### src/rtl/axi_arb_pkg.sv
// axi_arb_pkg: shared state type and AXI constants for axi_write_arbiter.
package axi_arb_pkg;
   typedef enum logic [1:0] {IDLE, AW, W, B} arb_state_e;
   localparam logic [1:0] RESP_OKAY   = 2'b00;
   localparam logic [1:0] RESP_SLVERR = 2'b10;
   localparam logic [1:0] BURST_FIXED = 2'b00;
   localparam logic [1:0] BURST_INCR  = 2'b01;
   localparam logic [1:0] BURST_WRAP  = 2'b10;
endpackage

### src/rtl/rr_pick.sv
// rr_pick: combinational round-robin picker; first requester at or after ptr+1 (mod N).
module rr_pick #(
   parameter int N = 2,
   parameter int W = 1
) (
   input  logic [N-1:0] req,
   input  logic [W-1:0] ptr,
   output logic         any,
   output logic [W-1:0] idx
);
   int best;
   always_comb begin
      any  = |req;
      idx  = '0;
      best = N;
      for (int j = 0; j < N; j++) begin
         if (req[j] && ((j - int'(ptr) - 1 + 2 * N) % N) < best) begin
            best = (j - int'(ptr) - 1 + 2 * N) % N;
            idx  = W'(j);
         end
      end
   end
endmodule

### src/rtl/axi_write_arbiter.sv
// axi_write_arbiter: round-robin sharing of one AXI3 write slave by NUM_M masters, one whole
// transaction (AW, W burst, B) at a time. Define ARB_BEAT_CHECK_EN to add beat-count checking (beat_err).
module axi_write_arbiter
   import axi_arb_pkg::*;
#(
   parameter int NUM_M  = 2,
   parameter int ID_W   = 12,
   parameter int ADDR_W = 32,
   parameter int DATA_W = 32
) (
   input  logic                       clk,
   input  logic                       s_axi_aresetn,
   input  logic [NUM_M-1:0]           m_awvalid,
   output logic [NUM_M-1:0]           m_awready,
   input  logic [NUM_M*ADDR_W-1:0]    m_awaddr,
   input  logic [NUM_M*ID_W-1:0]      m_awid,
   input  logic [NUM_M*8-1:0]         m_awlen,
   input  logic [NUM_M*3-1:0]         m_awsize,
   input  logic [NUM_M*2-1:0]         m_awburst,
   input  logic [NUM_M-1:0]           m_wvalid,
   input  logic [NUM_M-1:0]           m_wlast,
   input  logic [NUM_M*DATA_W-1:0]    m_wdata,
   input  logic [NUM_M*DATA_W/8-1:0]  m_wstrb,
   output logic [NUM_M-1:0]           m_wready,
   output logic [NUM_M-1:0]           m_bvalid,
   input  logic [NUM_M-1:0]           m_bready,
   output logic [ID_W-1:0]            m_bid,
   output logic [1:0]                 m_bresp,
   output logic                       s_axi_awvalid,
   output logic [ADDR_W-1:0]          s_axi_awaddr,
   output logic [ID_W-1:0]            s_axi_awid,
   output logic [7:0]                 s_axi_awlen,
   output logic [2:0]                 s_axi_awsize,
   output logic [1:0]                 s_axi_awburst,
   input  logic                       s_axi_awready,
   output logic                       s_axi_wvalid,
   output logic [DATA_W-1:0]          s_axi_wdata,
   output logic [DATA_W/8-1:0]        s_axi_wstrb,
   output logic                       s_axi_wlast,
   input  logic                       s_axi_wready,
   input  logic                       s_axi_bvalid,
   input  logic [ID_W-1:0]            s_axi_bid,
   input  logic [1:0]                 s_axi_bresp,
   output logic                       s_axi_bready,
   output logic [$clog2(NUM_M)-1:0]   gnt_idx,
`ifdef ARB_BEAT_CHECK_EN
   output logic                       beat_err,
`endif
   output logic                       busy
);
   localparam int GW = $clog2(NUM_M);
   localparam int SW = DATA_W / 8;
   arb_state_e state, state_d;
   logic [7:0] cnt;
   logic [GW-1:0] ptr, pick;
   logic any, aw_hs, w_hs, b_hs, last_beat;
   logic [1:0] resp;

   rr_pick #(.N(NUM_M), .W(GW)) u_pick (.req(m_awvalid), .ptr(ptr), .any(any), .idx(pick));

   // handshakes are built from state and inputs only, so the output mux never feeds itself
   assign aw_hs = (state == AW) & m_awvalid[gnt_idx] & s_axi_awready;
   assign w_hs  = (state == W) & m_wvalid[gnt_idx] & s_axi_wready;
   assign b_hs  = (state == B) & s_axi_bvalid & m_bready[gnt_idx];
   assign busy  = state != IDLE;

`ifdef ARB_BEAT_CHECK_EN
   logic txn_err, beat_bad;
   // an exhausted counter closes the burst even when the master forgets wlast
   assign last_beat = m_wlast[gnt_idx] | (cnt == 8'd0);
   assign beat_bad  = w_hs & (m_wlast[gnt_idx] ^ (cnt == 8'd0));
   assign resp      = txn_err ? RESP_SLVERR : s_axi_bresp;
   always_ff @(posedge clk or negedge s_axi_aresetn)
      if (!s_axi_aresetn) begin
         txn_err  <= 1'b0;
         beat_err <= 1'b0;
      end else begin
         txn_err  <= aw_hs ? 1'b0 : txn_err | beat_bad;
         beat_err <= beat_err | beat_bad;
      end
`else
   assign last_beat = m_wlast[gnt_idx];
   assign resp      = s_axi_bresp;
`endif

   always_ff @(posedge clk or negedge s_axi_aresetn)
      if (!s_axi_aresetn) begin
         state   <= IDLE;
         gnt_idx <= '0;
         ptr     <= '0;
         cnt     <= '0;
      end else begin
         state   <= state_d;
         gnt_idx <= (state == IDLE && any) ? pick : gnt_idx;
         ptr     <= b_hs ? gnt_idx : ptr;
         cnt     <= aw_hs ? m_awlen[gnt_idx*8 +: 8] : (w_hs && cnt != 8'd0) ? cnt - 8'd1 : cnt;
      end

   always_comb begin
      state_d = (state == IDLE && any) ? AW :
                aw_hs                  ? W  :
                (w_hs && last_beat)    ? B  :
                b_hs                   ? IDLE : state;
      m_awready          = '0;
      m_wready           = '0;
      m_bvalid           = '0;
      m_awready[gnt_idx] = (state == AW) & s_axi_awready;
      m_wready[gnt_idx]  = (state == W) & s_axi_wready;
      m_bvalid[gnt_idx]  = (state == B) & s_axi_bvalid;
      s_axi_awvalid      = (state == AW) & m_awvalid[gnt_idx];
      s_axi_awaddr       = m_awaddr[gnt_idx*ADDR_W +: ADDR_W];
      s_axi_awid         = m_awid[gnt_idx*ID_W +: ID_W];
      s_axi_awlen        = m_awlen[gnt_idx*8 +: 8];
      s_axi_awsize       = m_awsize[gnt_idx*3 +: 3];
      s_axi_awburst      = m_awburst[gnt_idx*2 +: 2];
      s_axi_wvalid       = (state == W) & m_wvalid[gnt_idx];
      s_axi_wdata        = m_wdata[gnt_idx*DATA_W +: DATA_W];
      s_axi_wstrb        = m_wstrb[gnt_idx*SW +: SW];
      s_axi_wlast        = (state == W) & last_beat;
      s_axi_bready       = (state == B) & m_bready[gnt_idx];
      m_bid              = (state == B) ? s_axi_bid : '0;
      m_bresp            = (state == B) ? resp : 2'b00;
   end
endmodule

### config.mk
export PLATFORM = sky130hd
export DESIGN_NAME = axi_write_arbiter
export DESIGN_NICKNAME = d
export VERILOG_FILES = /design/src/rtl/axi_arb_pkg.sv /design/src/rtl/rr_pick.sv /design/src/rtl/axi_write_arbiter.sv
export SDC_FILE = /design/constraint.sdc
export NUM_CORES = 1
export LEC_CHECK = 0
export CELL_PAD_IN_SITES_DETAIL_PLACEMENT = 0
export CELL_PAD_IN_SITES_GLOBAL_PLACEMENT = 1
export CORE_ASPECT_RATIO = 0.7
export CORE_MARGIN = 2
export CORE_UTILIZATION = 11
export DETAILED_ROUTE_END_ITERATION = 7
export HOLD_SLACK_MARGIN = 0.15
export PLACE_DENSITY_LB_ADDON = 0.15
export REMOVE_ABC_BUFFERS = 1
export SETUP_SLACK_MARGIN = 0.4
export SLEW_MARGIN = 15
export SYNTH_ARGS = -nofsm -noshare
export SYNTH_HDL_FRONTEND = slang
export SYNTH_SLANG_ARGS = --single-unit
### constraint.sdc
create_clock -name clk -period 4.3 [get_ports clk]
set_clock_uncertainty 0.2 [all_clocks]
set_input_delay 0.645 -clock clk [delete_from_list [all_inputs] [get_ports clk]]
set_output_delay 0.645 -clock clk [all_outputs]
set_load 0.005 [all_outputs]
==> metrics.md <==
| Metric | Value |
|---|---|
| Pwr Density | `378 nW/um2` |
| Hold wc startpoint | `ptr` |
| Port bufs | `331` |
| CTS Buf Count | `3` |
| Top Ports | `332` |
| Initial core utilization | `11.4%` |
| Yosys cell types | `23` |
| Routed Antenna Nets | `0` |
| Drt via density | `3.78` |
| Largest area contributor in the netlist | `mux2_2` |
| Final min period | `3.19 ns` |
| Setup TNS | `0 ns` |
| Reg clk slew, reported paths | `0.03 ns` |
| Critical path peak fanout | `53` |
| Commonest non-fill, non-tap cells in the layout | `331 x clkdlybuf4s50_1, 93 x mux2_2, 14 x and3_1` |
| Worst hold path class | `reg -> reg` |
| RR Endpoint | `state[0]` |
| Fmax | `313 MHz` |
| Core area | `14000 um2` |
| Clk pwr share | `7.8%` |
| WS Path Type | `reg -> out` |
| Cell Int Power | `1.29 mW` |
| ANT cells | `0` |
| Synthesis-to-layout area growth | `221%` |
| RSZ-0062 raised after global routing | `false` |
| Die H | `105 um` |
| H-tree level count | `1` |
| First drt pass iteration count | `4` |
| Sequential fraction of the synthesis area | `6.29%` |
| Hold path endpoint | `ptr` |
| Net switching power | `0.638 mW` |
| Post-cts hold buffer count | `0` |
| Maximum VDD drop | `0.000168 V` |
| Remaining routing DRC violations | `0` |
| Pins Over Slew Limit | `0` |
| Post-CTS Setup Bufs | `0` |
| Clock latency at the later pin of the worst-skew pair | `0.23 ns` |
| Dpl hpwl | `10200 um` |
| CTS Buffer Depth | `2` |
| Post-synth top area share | `65.9%` |
| Hold Path Depth | `2` |
| Worst path max stage delay | `0.88 ns` |
| Req. time, crit path | `3.45 ns` |
| Crit path buf inv count | `2` |
| Setup slack, reg-to-reg | `2.45 ns` |
| Top cell family by delay on the critical path | `flip-flops` |
| Setup violators final | `0` |
| Max-cap viol count | `0` |
| CTS resizes | `0` |
| Max stage delay cell, worst path | `dfrtp_4` |
| Root cell of the clock tree | `clkbuf_16` |
| Die Wd | `148 um` |
| WL per Instance | `17.6 um` |
| Worst setup path startpoint | `gnt_idx` |
| Antenna violations before repair | `1` |
| # placed instances | `671` |
| Startpoint types | `flop` |
| Nets | `699` |
| CTS sink count | `4` |
| Total congestion overflow | `0` |
| Crit path capture type | `output pin` |
| Mean Syn Cell Area | `9.70 um2` |
| Synth Warn # | `0` |
| Cell Chain, Critical Path | `buf_12 -> mux2_2 -> clkdlybuf4s50_1` |
| Vias in the first global route | `2787` |
| Post-Syn Instances | `164` |
| Gp weighted congestion | `0.868` |
| Worst EP arrival | `2.35 ns` |
| Yosys reg bits | `4` |
| Count of non-filler cells in the finished layout | `675` |
| Logic pwr share | `81.7%` |
| Share of layout cells above drive strength 1 | `20.8%` |
| Final Power | `1.93 mW` |
| Pleak | `1.93 nW` |
| Reg2reg path depth | `3` |
| Relative slew slack | `53.7%` |
| Starting DRT DRC Count | `60` |
| Final wirelength | `11900 um` |
| Sequential share of power | `10.5%` |
| Commonest non-fill, non-tap cell in the layout | `clkdlybuf4s50_1` |
| Vias after detailed routing | `2550` |
| Worst-Margin Slew | `0.694 ns` |
| Placement row count | `36` |
| Fin. Hold Viols | `0` |
| GRT Total Usage | `14.5%` |
| Top cells by area, synth | `mux2_2 66%, buf_6 6.4%, dfrtp_1 6.3%` |
| Post-synth design cell area | `1590 um2` |
| Met2 Track Usage GR | `29.0%` |
| GR Util met1 | `15.5%` |
| Met3 Use GR | `3.93%` |
| First-pass GRT wire length | `17200 um` |
| GRT busiest layer | `met2` |
| Switching share of power | `33.0%` |
| Status | `finished clean` |
| CTS tree | `built` |
| Die ar. | `15500 um2` |
| Largest net degree at the start of global routing | `54` |
| RR Startpoint | `gnt_idx` |
| Fin crit share | `74.2%` |
[Yosys cell counts, drive strengths merged]
cell type  instances
mux2              93
dfrtp              4
nand2b             2
inv                3
nor3b              1
and3              14
nor4               1
nand2              3
nand4              1
buf               11
a31oi              1
clkbuf             4
nand3b             1
mux2i              4
a41oi              1
nand3              1
o22a               2
nor2              11
or2                1
a21oi              2
o21ba              1
o21ai              2
[worst max path at each step]
stage               endpoint  slack, ns  cells after the start
2_1_floorplan  s_axi_awvalid       0.40                      2
3_3_place_gp   s_axi_awvalid       1.31                      4
3_5_place_dp   s_axi_awid[2]       1.31                      3
4_1_cts        s_axi_awid[0]       1.06                      3
5_1_grt        s_axi_awid[0]       0.99                      3
6_report       s_axi_awid[0]       1.11                      3
[layer usage]
metal	vias up	part of all wire [%]
li1	1254	-
met1	1128	36
met2	159	54
met3	7	9.0
met4	2	0.45
met5	-	0.11
[area by class of cell]
cell class	count	area [um2]
sequential	4	104
tap	190	238
fill	1404	8900
multi-input combinational	142	1350
inverter	3	11.3
clock buffer	4	78.8
timing repair buffer	332	3330
[tightest hold or removal path, cell delays in order, from the launching register on]
cell and delay (ns):
dfrtp_1 0.36, a41oi_1 0.05, nor2_1 0.09
[state kept, by name, indices dropped and copies added, names as in the netlist]
signal	count
state	2
ptr	1
gnt_idx	1
[power by group through the flow]
| stage | registers [mW] | clock network (mW) | logic (mW) |
|---|---|---|---|
| final | 0.203 | 0.150 | 1.58 |
| after global routing | 0.225 | 0.157 | 1.69 |
| after CTS | 0.210 | 0.152 | 1.61 |
| after detailed placement | 0.209 | 0 | 1.60 |
| after global placement | 0.206 | 0 | 1.60 |
| after floorplan | 0.213 | 0 | 0.603 |
[cells by family after synthesis]
kind of cell | count (synthesis) | synth area share, %
AOI/OAI and AO/OA | 9 | 3.93
buffers and inverters | 18 | 8.97
DFF | 4 | 6.29
muxes | 97 | 68.4
and+or+nand+nor | 36 | 12.4
[through the flow]
stage                     area, um2  utilization (%)  setup WS, ns  hold slack (ns)
final                          5110             36.5          1.11            0.345
after global routing           5110             36.5         0.992            0.411
after floorplan                1460                -         0.400            0.149
after detailed placement       5030             35.9          1.31            0.344
after global placement         5030             35.9          1.31            0.344
after CTS                      5110             36.5          1.06            0.352
(Power assumes the default switching activity.)
